==> src/rtl/rf_pkg.sv <==
// rtl/rf_pkg.sv - shared constants, FSM state type and ID decode for the register-file read port
package rf_pkg;

  localparam int RF_WIDTH = 16;
  localparam int RF_NREG  = 16;
  localparam int RF_AW    = 4;

  typedef enum logic [1:0] {
    IDLE  = 2'd0,
    DRIVE = 2'd1,
    HOLD  = 2'd2
  } rd_state_t;

  function automatic logic [RF_NREG-1:0] decode_id(input logic [RF_AW-1:0] id);
    logic [RF_NREG-1:0] onehot;
    onehot     = '0;
    onehot[id] = 1'b1;
    return onehot;
  endfunction

endpackage

==> src/rtl/rf_operand_capture.sv <==
// rtl/rf_operand_capture.sv - per-port operand capture with zero-register forcing and write bypass
module rf_operand_capture
  import rf_pkg::*;
#(
  parameter int WIDTH = RF_WIDTH,
  parameter int AW    = RF_AW
) (
  input  logic             clk,
  input  logic             rst,
  input  logic             cap,
  input  logic [AW-1:0]    src,
  input  logic             wr_en,
  input  logic [AW-1:0]    wr_reg,
  input  logic [WIDTH-1:0] wr_data,
  input  logic [WIDTH-1:0] bitline,
  output logic [WIDTH-1:0] data
);

  // The cell flop only updates at this same edge, so a concurrent write must be forwarded.
  always_ff @(posedge clk or posedge rst) begin
    if (rst) begin
      data <= '0;
    end else if (cap) begin
      if (src == '0)
        data <= '0;
      else if (wr_en && (wr_reg == src))
        data <= wr_data;
      else
        data <= bitline;
    end
  end

endmodule

==> src/rtl/rf_read_port.sv <==
// rtl/rf_read_port.sv - two-source read sequencer driving one-hot read enables and returning operands
module rf_read_port
  import rf_pkg::*;
#(
  parameter int WIDTH = RF_WIDTH,
  parameter int NREG  = RF_NREG,
  parameter int AW    = RF_AW
) (
  input  logic             clk,
  input  logic             rst,
  input  logic             req_valid,
  output logic             req_ready,
  input  logic [AW-1:0]    req_src1,
  input  logic [AW-1:0]    req_src2,
  input  logic             wr_en,
  input  logic [AW-1:0]    wr_reg,
  input  logic [WIDTH-1:0] wr_data,
  output logic [NREG-1:0]  rd_en1,
  output logic [NREG-1:0]  rd_en2,
  input  logic [WIDTH-1:0] bitline1,
  input  logic [WIDTH-1:0] bitline2,
  output logic             rsp_valid,
  input  logic             rsp_ready,
  output logic [WIDTH-1:0] rsp_data1,
  output logic [WIDTH-1:0] rsp_data2
);

  rd_state_t     state;
  logic [AW-1:0] src1_q;
  logic [AW-1:0] src2_q;
  logic          drive;

  assign drive = (state == DRIVE);

  always_ff @(posedge clk or posedge rst) begin
    if (rst) begin
      state     <= IDLE;
      src1_q    <= '0;
      src2_q    <= '0;
      rsp_valid <= 1'b0;
    end else begin
      case (state)
        IDLE: begin
          if (req_valid) begin
            src1_q <= req_src1;
            src2_q <= req_src2;
            state  <= DRIVE;
          end
        end
        DRIVE: begin
          rsp_valid <= 1'b1;
          state     <= HOLD;
        end
        HOLD: begin
          if (rsp_ready) begin
            rsp_valid <= 1'b0;
            if (req_valid) begin
              src1_q <= req_src1;
              src2_q <= req_src2;
              state  <= DRIVE;
            end else begin
              state <= IDLE;
            end
          end
        end
        default: begin
          rsp_valid <= 1'b0;
          state     <= IDLE;
        end
      endcase
    end
  end

  // Enables exist only in DRIVE, so a floating bitline is never sampled.
  always_comb begin
    rd_en1 = '0;
    rd_en2 = '0;
    if (drive) begin
      rd_en1 = decode_id(src1_q);
      rd_en2 = decode_id(src2_q);
    end
  end

  always_comb begin
    req_ready = 1'b0;
    if (!rst) begin
      case (state)
        IDLE:    req_ready = 1'b1;
        HOLD:    req_ready = rsp_ready;
        default: req_ready = 1'b0;
      endcase
    end
  end

  rf_operand_capture #(.WIDTH(WIDTH), .AW(AW)) u_cap1 (
    .clk     (clk),
    .rst     (rst),
    .cap     (drive),
    .src     (src1_q),
    .wr_en   (wr_en),
    .wr_reg  (wr_reg),
    .wr_data (wr_data),
    .bitline (bitline1),
    .data    (rsp_data1)
  );

  rf_operand_capture #(.WIDTH(WIDTH), .AW(AW)) u_cap2 (
    .clk     (clk),
    .rst     (rst),
    .cap     (drive),
    .src     (src2_q),
    .wr_en   (wr_en),
    .wr_reg  (wr_reg),
    .wr_data (wr_data),
    .bitline (bitline2),
    .data    (rsp_data2)
  );

endmodule
==> config.mk <==
export PLATFORM = sky130hd
export DESIGN_NAME = rf_read_port
export DESIGN_NICKNAME = d
export VERILOG_FILES = /design/src/rtl/rf_pkg.sv /design/src/rtl/rf_operand_capture.sv /design/src/rtl/rf_read_port.sv
export SDC_FILE = /design/constraint.sdc
export NUM_CORES = 1
export LEC_CHECK = 0
export CORE_UTILIZATION = 44
export CTS_CLUSTER_DIAMETER = 60
export DETAILED_ROUTE_END_ITERATION = 6
export PLACE_DENSITY = 0.87
export SLEW_MARGIN = 0
export SYNTH_ARGS = -nofsm -noshare
export SYNTH_HDL_FRONTEND = slang
export SYNTH_HIERARCHICAL = 1
export SYNTH_SLANG_ARGS = --single-unit
==> constraint.sdc <==
create_clock -name clk -period 3 [get_ports clk]
set_input_delay 0.6 -clock clk [delete_from_list [all_inputs] [get_ports clk]]
set_output_delay 0.6 -clock clk [all_outputs]
set_load 0.05 [all_outputs]
==> flow_metrics.tcl, run 1 <==
set metrics [dict create \
    final_cell_mix "clkdlybuf4s50_1 (129), dfrtp_1 (43), inv_1 (38), nand2_1 (38), o211ai_1 (32)" \
    finalMaxSlewViolations 0 \
    power_leakage_nw 1.58 \
    synth_area_um2 2650 \
    post-route-drc-count 0 \
    worstSetupPathType "flop to output port" \
    fin_nets 472 \
    wirelength_um 8010 \
    period_needed_ps 2850 \
    power_density_nw_per_um2 847 \
    seqCellArea_um2 1080 \
    grt_use_met2_pct 42.7 \
    worstSetupStartpoint "state[1]" \
    ys_warn_count 6 \
    intPower_w 0.00180 \
    syn_area_per_cell_um2 9.39 \
    pwr-share-comb_pct 58.7 \
    crit_chain "and2b_1 > nand3_1 > nor3_1 > clkdlybuf4s50_1" \
    h-tree-depth 2 \
    critPathMaxFanout 7 \
    area_growth_pct 54.6 \
    ant_nets 0 \
    seqPwrFrac_pct 28.7 \
    gp_congestion 0.863 \
    overflow 0 \
    crit_buf_inv 1 \
    synth_area_leaders "dfrtp_1 (41%), o221ai_2 (11%), o211ai_1 (9.1%)" \
    total_power_w 0.00347 \
    setup_viol 0 \
    yosys.area.top_type "dfrtp_1" \
    grt_start_max_net_pins 33 \
    numCtsBuffers 5 \
    vias 2626 \
    critPathRequiredTime_ps 2400 \
    start_kind "flop" \
    port_buffers 130 \
    yosysTopAreaCellShare_pct 40.6 \
    cpLargestDelayFamily "buffers and inverters" \
    clkTransAtPathRegs_ps 80 \
    holdBufCountCts 0 \
    die-height_um 79.6 \
    max_slew_margin_pct 47.0 \
    grt_pass1_wl_um 12800 \
    track_usage_pct 26.2 \
    initial_core_util_pct 47.0 \
    io_pins 131 \
    r2r_slack_ps 970 \
    cp.depth 4 \
    switching_power_w 0.00167 \
    skew_ps 8.76 \
    end_kind "output port" \
    drive_gt1_share_pct 11.3 \
    core_um2 5640 \
    antenna_found_initial 0 \
    ys_ff_latch 43 \
    outcome "completed" \
    cts.path.max_buffers 2 \
    power_switching_share_pct 48.1 \
    maxCapViolations 0 \
    timing.rr.end "u_cap1/data[11]" \
    rsz0062_at_grt "no" \
    die_w_um 79.6 \
    antenna_cells 0 \
    max_freq_ghz 0.351 \
    final_common_cell "clkdlybuf4s50_1" \
    setup_tns_ps 0 \
    multi_input_area_um2 1320 \
    postSynthCellCount 282 \
    cts_sinks 43 \
    syn-num-nets 347 \
    first_iter_violations 199 \
    slowest_delay_ps 860 \
    vias_per_cell 5.48 \
    hold_viol 0 \
    grt_pass1_vias 2508 \
    reg2reg_depth 4 \
    wire_per_inst_um 16.7 \
    synth_cell_types 26 \
    die-area_um2 6330 \
    holdCritPathClass "flop to flop" \
    fp-row-count 27 \
    cp.arrival_ps 2250 \
    grtUsageMet3_pct 2.97 \
    pwr-share-clk_pct 12.6 \
    drtPass1Iterations 4 \
    period_share_pct 94.9 \
    hpwl_um 6060 \
    synth-seq-area-share_pct 40.6 \
    grt.met1_usage_pct 35.1 \
    cts_setup_buffers 0 \
    cts.root.buffer_cell "clkbuf_8" \
    gr-max-usage-layer "met2" \
    endpoint "rd_en2[6]" \
    r2r-start "src1_q[2]" \
    cts_tree "done" \
    cpMaxStageDelayCell "clkdlybuf4s50_1" \
    tightest_slew_ps 796 \
    clk-insertion-delay-late_ps 290 \
    nFillCells 393 \
    ctsResizeCount 0 \
    ir_worst_vdd_v 0.000585 \
]
-- area by class of cell --
type | count | share of cell area (%)
clock buffers | 6 | 1.77
clock inverters | 1 | 0.733
inverters | 38 | 3.48
multi-input cells | 181 | 32.3
flip-flops and latches | 43 | 26.3
well taps | 72 | 2.20
repair buffers | 138 | 33.2
-- registers in the layout, summed over array words and instances (netlist names) --
signal       cells
rsp_valid        1
src1_q           4
src2_q           4
state            2
u_cap1/data     16
u_cap2/data     16
-- layer usage --
metal | up-vias | wire length, um
li1 | 1260 | -
met1 | 1246 | 3340
met2 | 99 | 4010
met3 | 21 | 409
met4 | 0 | 247
met5 | - | 0
-- Yosys cell counts, drive strengths merged --
cell	number
nand3	4
nor3	9
nand2	38
nor2b	7
a2111o	2
xor2	2
o211ai	32
o221ai	32
dfrtp	43
mux2	8
inv	38
or2	2
a21o	1
o2111ai	2
o21a	1
o41a	2
nor3b	1
nor2	27
buf	6
clkbuf	14
nand2b	8
and2b	2
o21ai	1
-- worst register-to-register path, delay by kind of cell (launching register included) --
| family | cells | cell delay [ps] |
|---|---|---|
| AOI/OAI and AO/OA | 2 | 700 |
| DFF | 1 | 510 |
| and+or+nand+nor | 1 | 510 |
| xor gates and xnor gates | 1 | 210 |
-- logic make-up (layout without fill, tap and decap cells) --
kind of cell,Yosys count,in the layout,share of synthesized area (%)
xor+xnor,2,2,0.661
mux,8,8,4.53
flops,43,43,40.6
simple gates,98,98,17.0
compound gates,73,73,27.5
buf+inv,58,183,9.68
-- per-stage QoR --
stage	setup slack (ps)	hold WS, ps	instances	utilization [%]	instance area [um2]
CTS	158	487	479	72.6	4090
detailed placement	478	467	472	70.7	3990
finish	153	482	479	72.6	4090
global route	32.8	502	479	72.6	4090
global placement	555	478	472	70.7	3990
floorplan	567	452	282	-	2650
-- how the worst min path moves through the flow --
stage          startpoint        end  cells after the start
6_report        rsp_valid  rsp_valid                      1
5_1_grt         rsp_valid  rsp_valid                      1
4_1_cts         rsp_valid  rsp_valid                      1
3_5_place_dp    rsp_valid  rsp_valid                      1
3_3_place_gp    rsp_valid  rsp_valid                      1
2_1_floorplan         rst  rsp_valid                      1
-- power by group through the flow --
stage | sequential, W | clock [W] | combinational, W
final | 0.000994 | 0.000438 | 0.00204
after global routing | 0.00103 | 0.000475 | 0.00214
after CTS | 0.000995 | 0.000449 | 0.00204
after floorplan | 0.00167 | 0 | 0.000683
after global placement | 0.000997 | 0 | 0.00200
after detailed placement | 0.00100 | 0 | 0.00203
Note: power is estimated with default switching activity, not from simulation.
==> run 2: changes to the inputs <==
--- a/config.mk
+++ b/config.mk
@@ -5,10 +5,11 @@
 export SDC_FILE = /design/constraint.sdc
 export NUM_CORES = 1
 export LEC_CHECK = 0
-export CORE_UTILIZATION = 44
+export CORE_ASPECT_RATIO = 0.9
+export CORE_UTILIZATION = 30
 export CTS_CLUSTER_DIAMETER = 60
+export CTS_CLUSTER_SIZE = 25
 export DETAILED_ROUTE_END_ITERATION = 6
-export PLACE_DENSITY = 0.87
 export SLEW_MARGIN = 0
 export SYNTH_ARGS = -nofsm -noshare
 export SYNTH_HDL_FRONTEND = slang
==> flow_metrics.tcl, run 2 (synthesis gave the netlist of run 1 again) <==
set metrics [dict create \
    hold_path_end "rsp_valid" \
    top_regs "u_cap1/data x16, u_cap2/data x16" \
    cts.root.buffer_cell "clkbuf_8" \
    overflow 0 \
    rsz0062_at_grt "no" \
    clkTransAtPathRegs_ps 80 \
    antenna_cells 0 \
    period_share_pct 95.1 \
    maxCapViolations 0 \
    initial_core_util_pct 30.9 \
    wirelength_um 8500 \
    area_growth_pct 56.7 \
    holdCritPathClass "flop to flop" \
    min_from "rsp_valid" \
    cp.arrival_ps 2250 \
    start_kind "flop" \
    clk-insertion-delay-late_ps 290 \
    grtUsageMet3_pct 2.85 \
    setup_viol 0 \
    gp_congestion 0.776 \
    antenna_found_initial 0 \
    max_freq_ghz 0.350 \
    ir_worst_vdd_v 0.000294 \
    fp-row-count 32 \
    grt_pass1_vias 2605 \
    min_path_cells 1 \
    final_cell_mix "clkdlybuf4s50_1 (129), dfrtp_1 (43), inv_1 (38), nand2_1 (38), o211ai_1 (32)" \
    period_needed_ps 2850 \
    holdBufCountCts 0 \
    cts_sinks 43 \
    cts_setup_buffers 0 \
    numCtsBuffers 5 \
    die-area_um2 9210 \
    critPathMaxFanout 7 \
    die_w_um 101 \
    reg2reg_depth 7 \
    first_iter_violations 92 \
    outcome "completed" \
    core_um2 8570 \
    ctsResizeCount 0 \
    grt_start_max_net_pins 35 \
    vias_per_cell 4.91 \
    hold_viol 0 \
    cts_tree "done" \
    timing.rr.end "u_cap1/data[15]" \
    drtPass1Iterations 6 \
    cts.path.max_buffers 2 \
    post-route-drc-count 0 \
    slowest_delay_ps 840 \
    drive_gt1_share_pct 11.5 \
    total_power_w 0.00344 \
    gr-max-usage-layer "met2" \
    io_pins 131 \
    power_density_nw_per_um2 829 \
    h-tree-depth 2 \
    skew_ps 5.79 \
    worstSetupPathType "flop to output port" \
    max_slew_margin_pct 45.3 \
    vias 2585 \
    grt_pass1_wl_um 13200 \
    ant_nets 0 \
    grt_use_met2_pct 29.3 \
    hpwl_um 6440 \
    setup_tns_ps 0 \
    final_common_cell "clkdlybuf4s50_1" \
    postLayoutCoreUtil_pct 48.4 \
    critPathRequiredTime_ps 2400 \
    track_usage_pct 18.7 \
    wire_per_inst_um 16.1 \
    r2r_slack_ps 770 \
    grt.met1_usage_pct 25.9 \
    r2r-start "state[0]" \
    nFillCells 837 \
    cpMaxStageDelayCell "clkdlybuf4s50_1" \
    crit_chain "and2b_1 > nand3_1 > nor3_1 > clkdlybuf4s50_1" \
    place_inst 519 \
    fin_nets 472 \
    finalMaxSlewViolations 0 \
    placed_area_um2 4050 \
    power_leakage_nw 1.58 \
    die-height_um 91.1 \
    end_kind "output port" \
    design_area_um2 4150 \
    port_buffers 130 \
    layoutNonFillerInstCount 527 \
    tightest_slew_ps 820 \
]
[run 2: cell count changes in the layout (fill, tap and decap cells not counted)]
cell       delta
clkbuf_8      +2
bufinv_16     -1
[run 2: area by class of cell]
| cell class | count | area (um2) | share of cell area [%] |
|---|---|---|---|
| timing repair buffer | 138 | 1360 | 32.7 |
| multi-input combinational | 181 | 1320 | 31.9 |
| sequential | 43 | 1080 | 25.9 |
| tap | 119 | 149 | 3.59 |
| inverter | 38 | 143 | 3.44 |
| clock buffer | 8 | 100 | 2.41 |
[run 2: per-layer routing]
metal | share of wire [%] | vias to the layer above | routed length (um)
li1 | - | 1261 | -
met2 | 47 | 76 | 4010
met3 | 3.8 | 14 | 326
met4 | 2.1 | 0 | 178
met5 | 0 | - | 0
met1 | 47 | 1234 | 3990
[run 2: report_power, final]
group          switching [W]  internal (W)  total (W)  leakage, nW
Clock               0.000196      0.000210   0.000406       0.0515
Sequential          0.000191      0.000808   0.000998        0.528
Combinational        0.00129      0.000749    0.00204         1.00
[run 2: critical path: cells and delay by family, from the launching register on]
kind	cells	cell delay [ps]
flops	1	500
simple gates	3	620
buf+inv	1	840
[run 2: metrics by stage]
stage	hold slack, ps	worst slack [ps]
global route	519	44.9
detailed placement	474	469
floorplan	452	567
CTS	493	143
finish	489	147
global placement	470	490
[run 2: worst max path at each step]
| stage | startpoint | end | slack [ps] | depth (start not counted) |
|---|---|---|---|---|
| 6_report | state[1] | rd_en1[9] | 150 | 4 |
| 4_1_cts | state[1] | rd_en1[9] | 140 | 4 |
| 2_1_floorplan | state[0] | rd_en1[0] | 570 | 4 |
| 3_5_place_dp | wr_reg[0] | u_cap2/data[0] | 470 | 5 |
| 3_3_place_gp | wr_reg[0] | u_cap1/data[12] | 490 | 5 |
| 5_1_grt | state[0] | rd_en2[0] | 40 | 4 |
